**config.mk**
```make
export PLATFORM = sky130hd
export DESIGN_NAME = game_stage_ctrl
export DESIGN_NICKNAME = d
export VERILOG_FILES = /design/src/rtl/game_pkg.sv /design/src/rtl/rise_edge_det.sv /design/src/rtl/game_stage_ctrl.sv
export SDC_FILE = /design/constraint.sdc
export NUM_CORES = 1
export LEC_CHECK = 0
export BUFFER_PORTS_ARGS = -buffer_cell sky130_fd_sc_hd__buf_2
export CELL_PAD_IN_SITES_DETAIL_PLACEMENT = 1
export CELL_PAD_IN_SITES_GLOBAL_PLACEMENT = 1
export CORE_MARGIN = 2
export CORE_UTILIZATION = 38
export CTS_CLUSTER_SIZE = 24
export DETAILED_ROUTE_END_ITERATION = 6
export HOLD_SLACK_MARGIN = 0.06
export PLACE_DENSITY = 0.78
export RECOVER_POWER = 25
export SYNTH_ARGS = -nofsm -noshare
export SYNTH_HDL_FRONTEND = slang
export SYNTH_SLANG_ARGS = --single-unit
```
**constraint.sdc**
```tcl
create_clock -name Clk -period 2.55 [get_ports Clk]
set_input_delay 0.1275 -clock Clk [delete_from_list [all_inputs] [get_ports Clk]]
set_output_delay 0.1275 -clock Clk [all_outputs]
set_load 0.005 [all_outputs]
```
**src/rtl/game_pkg.sv**
```systemverilog
// Shared stage encoding, game constants and the saturating damage helper
// used by the game-flow controller.
package game_pkg;

  typedef enum logic [1:0] {
    START  = 2'd0,
    BATTLE = 2'd1,
    WIN    = 2'd2,
    LOSE   = 2'd3
  } stage_t;

  localparam logic [7:0] KEY_ENTER     = 8'h28;
  localparam logic [7:0] HP_MAX        = 8'd100;
  localparam logic [7:0] DAMAGE        = 8'd10;
  localparam logic [7:0] END_FRAMES    = 8'd120;
  localparam logic [7:0] INVULN_FRAMES = 8'd30;

  // HP never wraps: a hit on a player at or below DAMAGE leaves exactly 0.
  function automatic logic [7:0] apply_hit(input logic [7:0] hp);
    return (hp > DAMAGE) ? (hp - DAMAGE) : 8'd0;
  endfunction

endpackage

```
**src/rtl/rise_edge_det.sv**
```systemverilog
// Rising-edge detector: pulse is high for the one Clk cycle in which d is
// high and was low on the previous cycle.
module rise_edge_det (
  input  logic Clk,
  input  logic Reset,
  input  logic d,
  output logic pulse
);

  logic d_q;

  always_ff @(posedge Clk) begin
    if (Reset) d_q <= 1'b0;
    else       d_q <= d;
  end

  assign pulse = d & ~d_q;

endmodule

```
**src/rtl/game_stage_ctrl.sv**
```systemverilog
// Game-flow controller: START -> BATTLE -> WIN/LOSE -> START with per-player
// HP tracking. Define INVULN_EN to add per-player post-hit invulnerability.
module game_stage_ctrl
  import game_pkg::*;
(
  input  logic       Clk,
  input  logic       Reset,
  input  logic       frame_clk,
  input  logic [7:0] keycode,
  input  logic       hit_p1,
  input  logic       hit_p2,
  output logic       start_l,
  output logic       battle_l,
  output logic       win_l,
  output logic       lose_l,
  output logic [7:0] hp1,
  output logic [7:0] hp2
);

  stage_t     state, state_n;
  logic [7:0] hp1_n, hp2_n;
  logic [7:0] frame_cnt, frame_cnt_n;
  logic       tick, press, enter_now;
  logic       acc1, acc2;

  assign enter_now = (keycode == KEY_ENTER);

  rise_edge_det u_frame_edge (.Clk(Clk), .Reset(Reset), .d(frame_clk), .pulse(tick));
  rise_edge_det u_enter_edge (.Clk(Clk), .Reset(Reset), .d(enter_now), .pulse(press));

`ifdef INVULN_EN
  logic [7:0] inv1, inv2, inv1_n, inv2_n;

  assign acc1 = hit_p1 & (inv1 == 8'd0);
  assign acc2 = hit_p2 & (inv2 == 8'd0);

  // An accepted hit reloads the window; entering BATTLE starts both clean.
  always_comb begin
    inv1_n = inv1;
    inv2_n = inv2;
    if (tick && inv1 != 8'd0) inv1_n = inv1 - 8'd1;
    if (tick && inv2 != 8'd0) inv2_n = inv2 - 8'd1;
    if (state == BATTLE && acc1) inv1_n = INVULN_FRAMES;
    if (state == BATTLE && acc2) inv2_n = INVULN_FRAMES;
    if (state == START && press) begin
      inv1_n = 8'd0;
      inv2_n = 8'd0;
    end
  end

  always_ff @(posedge Clk) begin
    if (Reset) begin
      inv1 <= 8'd0;
      inv2 <= 8'd0;
    end else begin
      inv1 <= inv1_n;
      inv2 <= inv2_n;
    end
  end
`else
  assign acc1 = hit_p1;
  assign acc2 = hit_p2;
`endif

  always_comb begin
    state_n     = state;
    hp1_n       = hp1;
    hp2_n       = hp2;
    frame_cnt_n = frame_cnt;
    case (state)
      START: begin
        hp1_n = HP_MAX;
        hp2_n = HP_MAX;
        if (press) state_n = BATTLE;
      end
      BATTLE: begin
        if (acc1) hp1_n = apply_hit(hp1);
        if (acc2) hp2_n = apply_hit(hp2);
        // Decided on next-state HP so the fatal hit and the stage change share an edge.
        if (hp1_n == 8'd0) begin
          state_n     = LOSE;
          frame_cnt_n = 8'd0;
        end else if (hp2_n == 8'd0) begin
          state_n     = WIN;
          frame_cnt_n = 8'd0;
        end
      end
      WIN, LOSE: begin
        if (press && frame_cnt == END_FRAMES) begin
          state_n     = START;
          hp1_n       = HP_MAX;
          hp2_n       = HP_MAX;
          frame_cnt_n = 8'd0;
        end else if (tick && frame_cnt < END_FRAMES) begin
          frame_cnt_n = frame_cnt + 8'd1;
        end
      end
    endcase
  end

  always_ff @(posedge Clk) begin
    if (Reset) begin
      state     <= START;
      hp1       <= HP_MAX;
      hp2       <= HP_MAX;
      frame_cnt <= 8'd0;
    end else begin
      state     <= state_n;
      hp1       <= hp1_n;
      hp2       <= hp2_n;
      frame_cnt <= frame_cnt_n;
    end
  end

  assign start_l  = (state == START);
  assign battle_l = (state == BATTLE);
  assign win_l    = (state == WIN);
  assign lose_l   = (state == LOSE);

endmodule
```
== Word-level counts from Yosys, hierarchy flattened ==
Cells that the tools add are included.
Widths: inputs -> output; s select.

* Reductions and logical operators: 9
* Bitwise operators: 4
* $lt $le $gt $ge: 3
* $add $sub $neg: 3
* Multiplexer cells: 19
* Eq/ne operators: 9

{| class="wikitable"
|+ Operators with widths
! cell !! count
|-
| $mux 8 || 11
|-
| $pmux 8 s3 || 2
|-
| $gt 8x4->1 const B || 2
|-
| $logic_not 8->1 || 2
|-
| $pmux 8 s2 || 1
|-
| $sub 8x4->8 const B || 2
|-
| $add 8x1->8 const B || 1
|-
| $eq 8x6->1 const B || 1
|-
| $eq 8x7->1 const B || 1
|-
| $lt 8x7->1 const B || 1
|-
| $mux 2 || 4
|-
| $pmux 2 s3 || 1
|-
| $reduce_and 3->1 || 2
|-
| $eq 2x2->1 const B || 2
|-
| $ne 3x1->1 const B || 1
|-
| $ne 3x3->1 const B || 1
|-
| $and 1x1->1 || 2
|-
| $eq 2x1->1 const B || 1
|-
| $logic_and 1x1->1 || 2
|-
| $logic_not 2->1 || 1
|-
| $ne 2x1->1 const B || 1
|-
| $ne 2x2->1 const B || 1
|-
| $not 1->1 || 2
|-
| $reduce_bool 2->1 || 1
|-
| $reduce_or 2->1 || 1
|}

* Output and inout port bits: 20
* Register bits after elaboration: 28
* Logic and storage cells: 53

== Longest topological paths before layout ==
* Word-level depth: 8
* Depth in mapped cells: 8
* Depth with buffers taken out: 8

== Hierarchy ==
Synthesis repeated with hierarchy kept, for this count alone.

* Cells, all modules: 245
* Area total of the unflattened synthesis: 1904.3 um^2

{| class="wikitable"
|+ By module, submodules not included
! module !! times used !! cells each !! area each (um^2) !! sequential area each (um^2)
|-
| game_stage_ctrl || 1 || 239 || 1809.2 || 520.5
|-
| rise_edge_det || 2 || 3 || 47.5 || 20.0
|}

== Worst setup path after synthesis ==
No wires, ideal clock.

* Path kind: register to register
* From: register hp1[1]
* To: register state[0]
* Cell stages (with the launch flop): 9
* Arrival: 1.820 ns
* Required time: 2.476 ns
* Setup slack: 0.656 ns
* Buffers on the path: 0
* Clock period less this slack: 1.894 ns
* Library setup time: 0.074 ns
* Cells stage by stage: dfxtp_1 > inv_1 > ha_1 > nand2b_1 > and4b_1 > xnor2_1 > nand4b_1 > a311o_1 > a31oi_2

* Longest elaborated chain between the ends: 7
* Elaborated cells between the ends (all ways): 10

{| class="wikitable"
|+ Ends and longest elaborated chain
! item !! line !! text
|-
| start: declaration || game_stage_ctrl.sv:16 || <nowiki>output logic [7:0] hp1,</nowiki>
|-
| start signal: assignment || game_stage_ctrl.sv:109 || <nowiki>hp1 <= hp1_n;</nowiki>
|-
| $sub 8x4->8 / $gt 8x4->1 (equally long branches) || game_pkg.sv:20 || <nowiki>return (hp > DAMAGE) ? (hp - DAMAGE) : 8'd0;</nowiki>
|-
| $mux 8 || game_pkg.sv:20 ||
|-
| $mux 8 (*) || game_stage_ctrl.sv:77 || <nowiki>if (acc1) hp1_n = apply_hit(hp1);</nowiki>
|-
| $mux 8 (*) || game_stage_ctrl.sv:70 || <nowiki>case (state)</nowiki>
|-
| $logic_not 8->1 (*) || game_stage_ctrl.sv:80 || <nowiki>if (hp1_n == 8'd0) begin</nowiki>
|-
| $ne 3x1->1 (no source line) / $mux 2 (equally long branches) || -- ||
|-
| $reduce_and 3->1 (no source line) / $pmux 2 s3 (equally long branches) || -- ||
|-
| end signal: assignment || game_stage_ctrl.sv:108 || <nowiki>state <= state_n;</nowiki>
|-
| end: declaration || game_stage_ctrl.sv:20 || <nowiki>stage_t state, state_n;</nowiki>
|}

Mark *: on every way between the ends. The rest lies on a longest branch, timed or not. The select of a mux whose other input is x is not followed.
A chain may end at the register's enable or synchronous reset.

== Worst setup path after layout ==
* From: register hp1[1]
* To: register frame_cnt[1]

* Longest elaborated chain between the ends: 7
* Elaborated cells between the ends (all ways): 10

{| class="wikitable"
|+ Ends and longest elaborated chain
! item !! line !! text
|-
| $sub 8x4->8 / $gt 8x4->1 (equally long branches) || game_pkg.sv:20 ||
|-
| $mux 8 || game_pkg.sv:20 ||
|-
| $mux 8 (*) || game_stage_ctrl.sv:77 ||
|-
| $mux 8 (*) || game_stage_ctrl.sv:70 ||
|-
| $logic_not 8->1 (*) || game_stage_ctrl.sv:80 ||
|-
| $ne 3x1->1 (no source line) / $mux 8 (equally long branches) || -- ||
|-
| $reduce_and 3->1 (no source line) / $pmux 8 s2 (equally long branches) || -- ||
|-
| end signal: assignment || game_stage_ctrl.sv:111 || <nowiki>frame_cnt <= frame_cnt_n;</nowiki>
|-
| end: declaration || game_stage_ctrl.sv:22 || <nowiki>logic [7:0] frame_cnt, frame_cnt_n;</nowiki>
|}

Marks and branches as above.

==> metrics.md <==
| Metric | Value |
|---|---|
| Root Buffer | `clkbuf_8` |
| Synth top area cells | `dfxtp_1, a21oi_1, nor2_1` |
| Syn Nets | `241` |
| FP Rows | `24` |
| Tightest Pin Transition | `roughly 1200 ps` |
| Share of cells above drive strength 1 | `17.9%` |
| Area Overhead vs Synth | `13.7%` |
| Synth area leader | `dfxtp_1` |
| IO Pins | `33` |
| Vias per cell | `~5.7` |
| Detail Route Antenna Nets | `0` |
| Status | `finished, final reports clean` |
| First-pass GRT wire length | `~8300 um` |
| Clock H-tree levels | `1` |
| Fmax | `between 0.4 and 0.5 GHz` |
| Total global-route track usage | `20.3%` |
| EDFF count, synth | `0` |
| Placed Area | `between 1500 and 2000 sq um` |
| Remaining DRCs | `0` |
| Initial Utilization | `between 30% and 40%` |
| Die Span Y | `71.5 um` |
| Most common cell in the netlist | `dfxtp_1` |
| Final worst path period share | `87.3%` |
| Largest net degree at the start of global routing | `29` |
| Die Area | `about 5100 sq um` |
| Setup TNS | `0 ps` |
| Detailed Place HPWL | `between 3000 and 4000 um` |
| Hold WS | `76.9 ps` |
| Fraction of registers with async set/reset | `0%` |
| Critical path class | `register to register` |
| Syn Inst Count | `224` |
| Global route total overflow | `0` |
| Total wire length | `4900 um` |
| RSZ-0062 raised after global routing | `false` |
| Finished Core Util | `44.9%` |
| Sequential cell area fraction in the yosys report | `32.3%` |
| Leak | `between 0.7 and 0.8 nW` |
| Final min period | `2220 ps` |
| Max-slew violation count | `0` |
| Synth top cells by count | `dfxtp_1, nor2_1, nand2_1` |
| Final-report hold violation count | `0` |
| Worst-path clk slew | `100 ps` |
| Maximum VDD drop | `0.000307 V` |
| Critical-path maximum fanout | `10` |
| Post-synthesis instance area | `1730 sq um` |
| Synth top area share | `32.3%` |
| # setup viols final | `0` |
| Vias in the first global route | `1700` |
| Port Buf Inserts | `32` |
| CTS buffer count | `3` |
| Core Area | `4380 sq um` |
| Final non-filler cell total | `approximately 300` |
| Die width | `71.5 um` |
| Initial antenna violation count | `0` |
| Vias | `1739` |
| Synthesized flop and latch total | `28` |
| Setup Skew | `2.52 ps` |
| Cell variety after synth | `52` |
| Antenna cells | `0` |
| CTS Hold Bufs | `0` |
| Final WS setup | `about 330 ps` |
| Dpl cells | `299` |
| Worst Hold Class | `input port to register` |
| Max transition margin | `18.3%` |
| Synthesis Warnings | `0` |
| Average size of a mapped cell | `7.74 sq um` |
| Worst Path Arrival | `around 2400 ps` |
| Pre-CTS setup slack | `372 ps` |
| Max-Cap Viols | `0` |
| DRT Pass-1 Iters | `4` |
| Worst-Skew Late Latency | `280 ps` |
| Clock tree buffer depth | `2` |
| Total chip power | `~1.3 mW` |
| Post-DR wirelength/cell | `16.2 um` |
| WP data required | `about 2700 ps` |
| P per Cell Area | `around 650 nW/um^2` |
| Post_cts resized | `0` |
| Final net count | `269` |
| CTS tree | `done` |
| Final Wtd Congestion | `0.803` |
| Worst Setup Start Kind | `register` |
| Main synth FF type | `dfxtp_1` |
| Element type at the critical path end | `register` |
| First DRT Iteration DRCs | `84` |
| Clock Sinks | `28` |
| Postcts setup bufs | `0` |
| Post-route cell area | `1970 sq um` |
per-layer routing:
layer	GRT usage, %	wire [um]	up-vias
met4	6.50	48	0
met1	27.9	2300	843
li1	-	-	868
met2	32.9	2390	24
met3	3.09	153	4
met5	0	0	-
critical path: stages, from the launching register on:
cell,delay [ps]
dfxtp_1,460
inv_1,70
ha_1,240
nand2b_1,180
and4b_1,260
xnor2_1,130
nand4b_1,160
o211ai_2,260
a221oi_1,360
state kept, by name (all words and copies together) (netlist names):
signal and cells:
hp1 8, frame_cnt 8, u_enter_edge.d_q 1, state 2, hp2 8, u_frame_edge.d_q 1
report_power, final:
part           leakage (nW)  internal, mW  switching (mW)
clock network        0.0288         0.139           0.146
logic                 0.489         0.176           0.285
registers             0.226         0.468          0.0618
total                 0.744         0.782           0.493
cells by family after synthesis:
kind of cell | count (synthesis) | synth area share, %
compound gates | 72 | 29.2
xor+xnor | 2 | 1.01
fa+ha+maj | 4 | 2.89
buf+inv | 23 | 5.99
flops | 28 | 32.3
mux | 1 | 0.578
simple gates | 94 | 27.9
layout by cell type (no fill, tap or decap), types with 2 or more instances in the layout:
cell type and instances:
buf_2 30, dfxtp_1 28, nor2_1 26, nand2_1 25, a21oi_1 20, inv_1 10
nand2b_1 7, o21ai_0 7, o21bai_1 7, a31oi_1 6, nor3_1 6, a311oi_1 5
nor2b_1 4, o21ai_1 4, ha_1 4, clkbuf_8 4, a21o_1 3, and3_1 3
nand4_1 3, nor3b_1 3, nand3_1 3, nor4_1 3, a41oi_1 3, buf_4 3
and2_1 2, nor4b_2 2, nand3b_1 2, o22ai_1 2, clkbuf_1 2
layout make-up:
cell class / instances / area, sq um
fillers: 571 / 2410
multi-input cells: 173 / 1070
flip-flops and latches: 28 / 561
repair buffers: 35 / 180
well taps: 52 / 65.1
clock buffers: 4 / 55.1
inverters: 11 / 41.3
worst paths after layout:
check / depth (start not counted) / slack [ps] / endpoint / startpoint
worst max-delay path: 8 / 330 / frame_cnt[1] / hp1[1]
worst min-delay path: 2 / 80 / u_frame_edge.d_q / frame_clk
worst max register to register: 8 / 330 / frame_cnt[1] / hp1[1]
worst min register to register: 2 / 470 / frame_cnt[7] / frame_cnt[7]
Note: power is estimated with default switching activity, not from simulation.
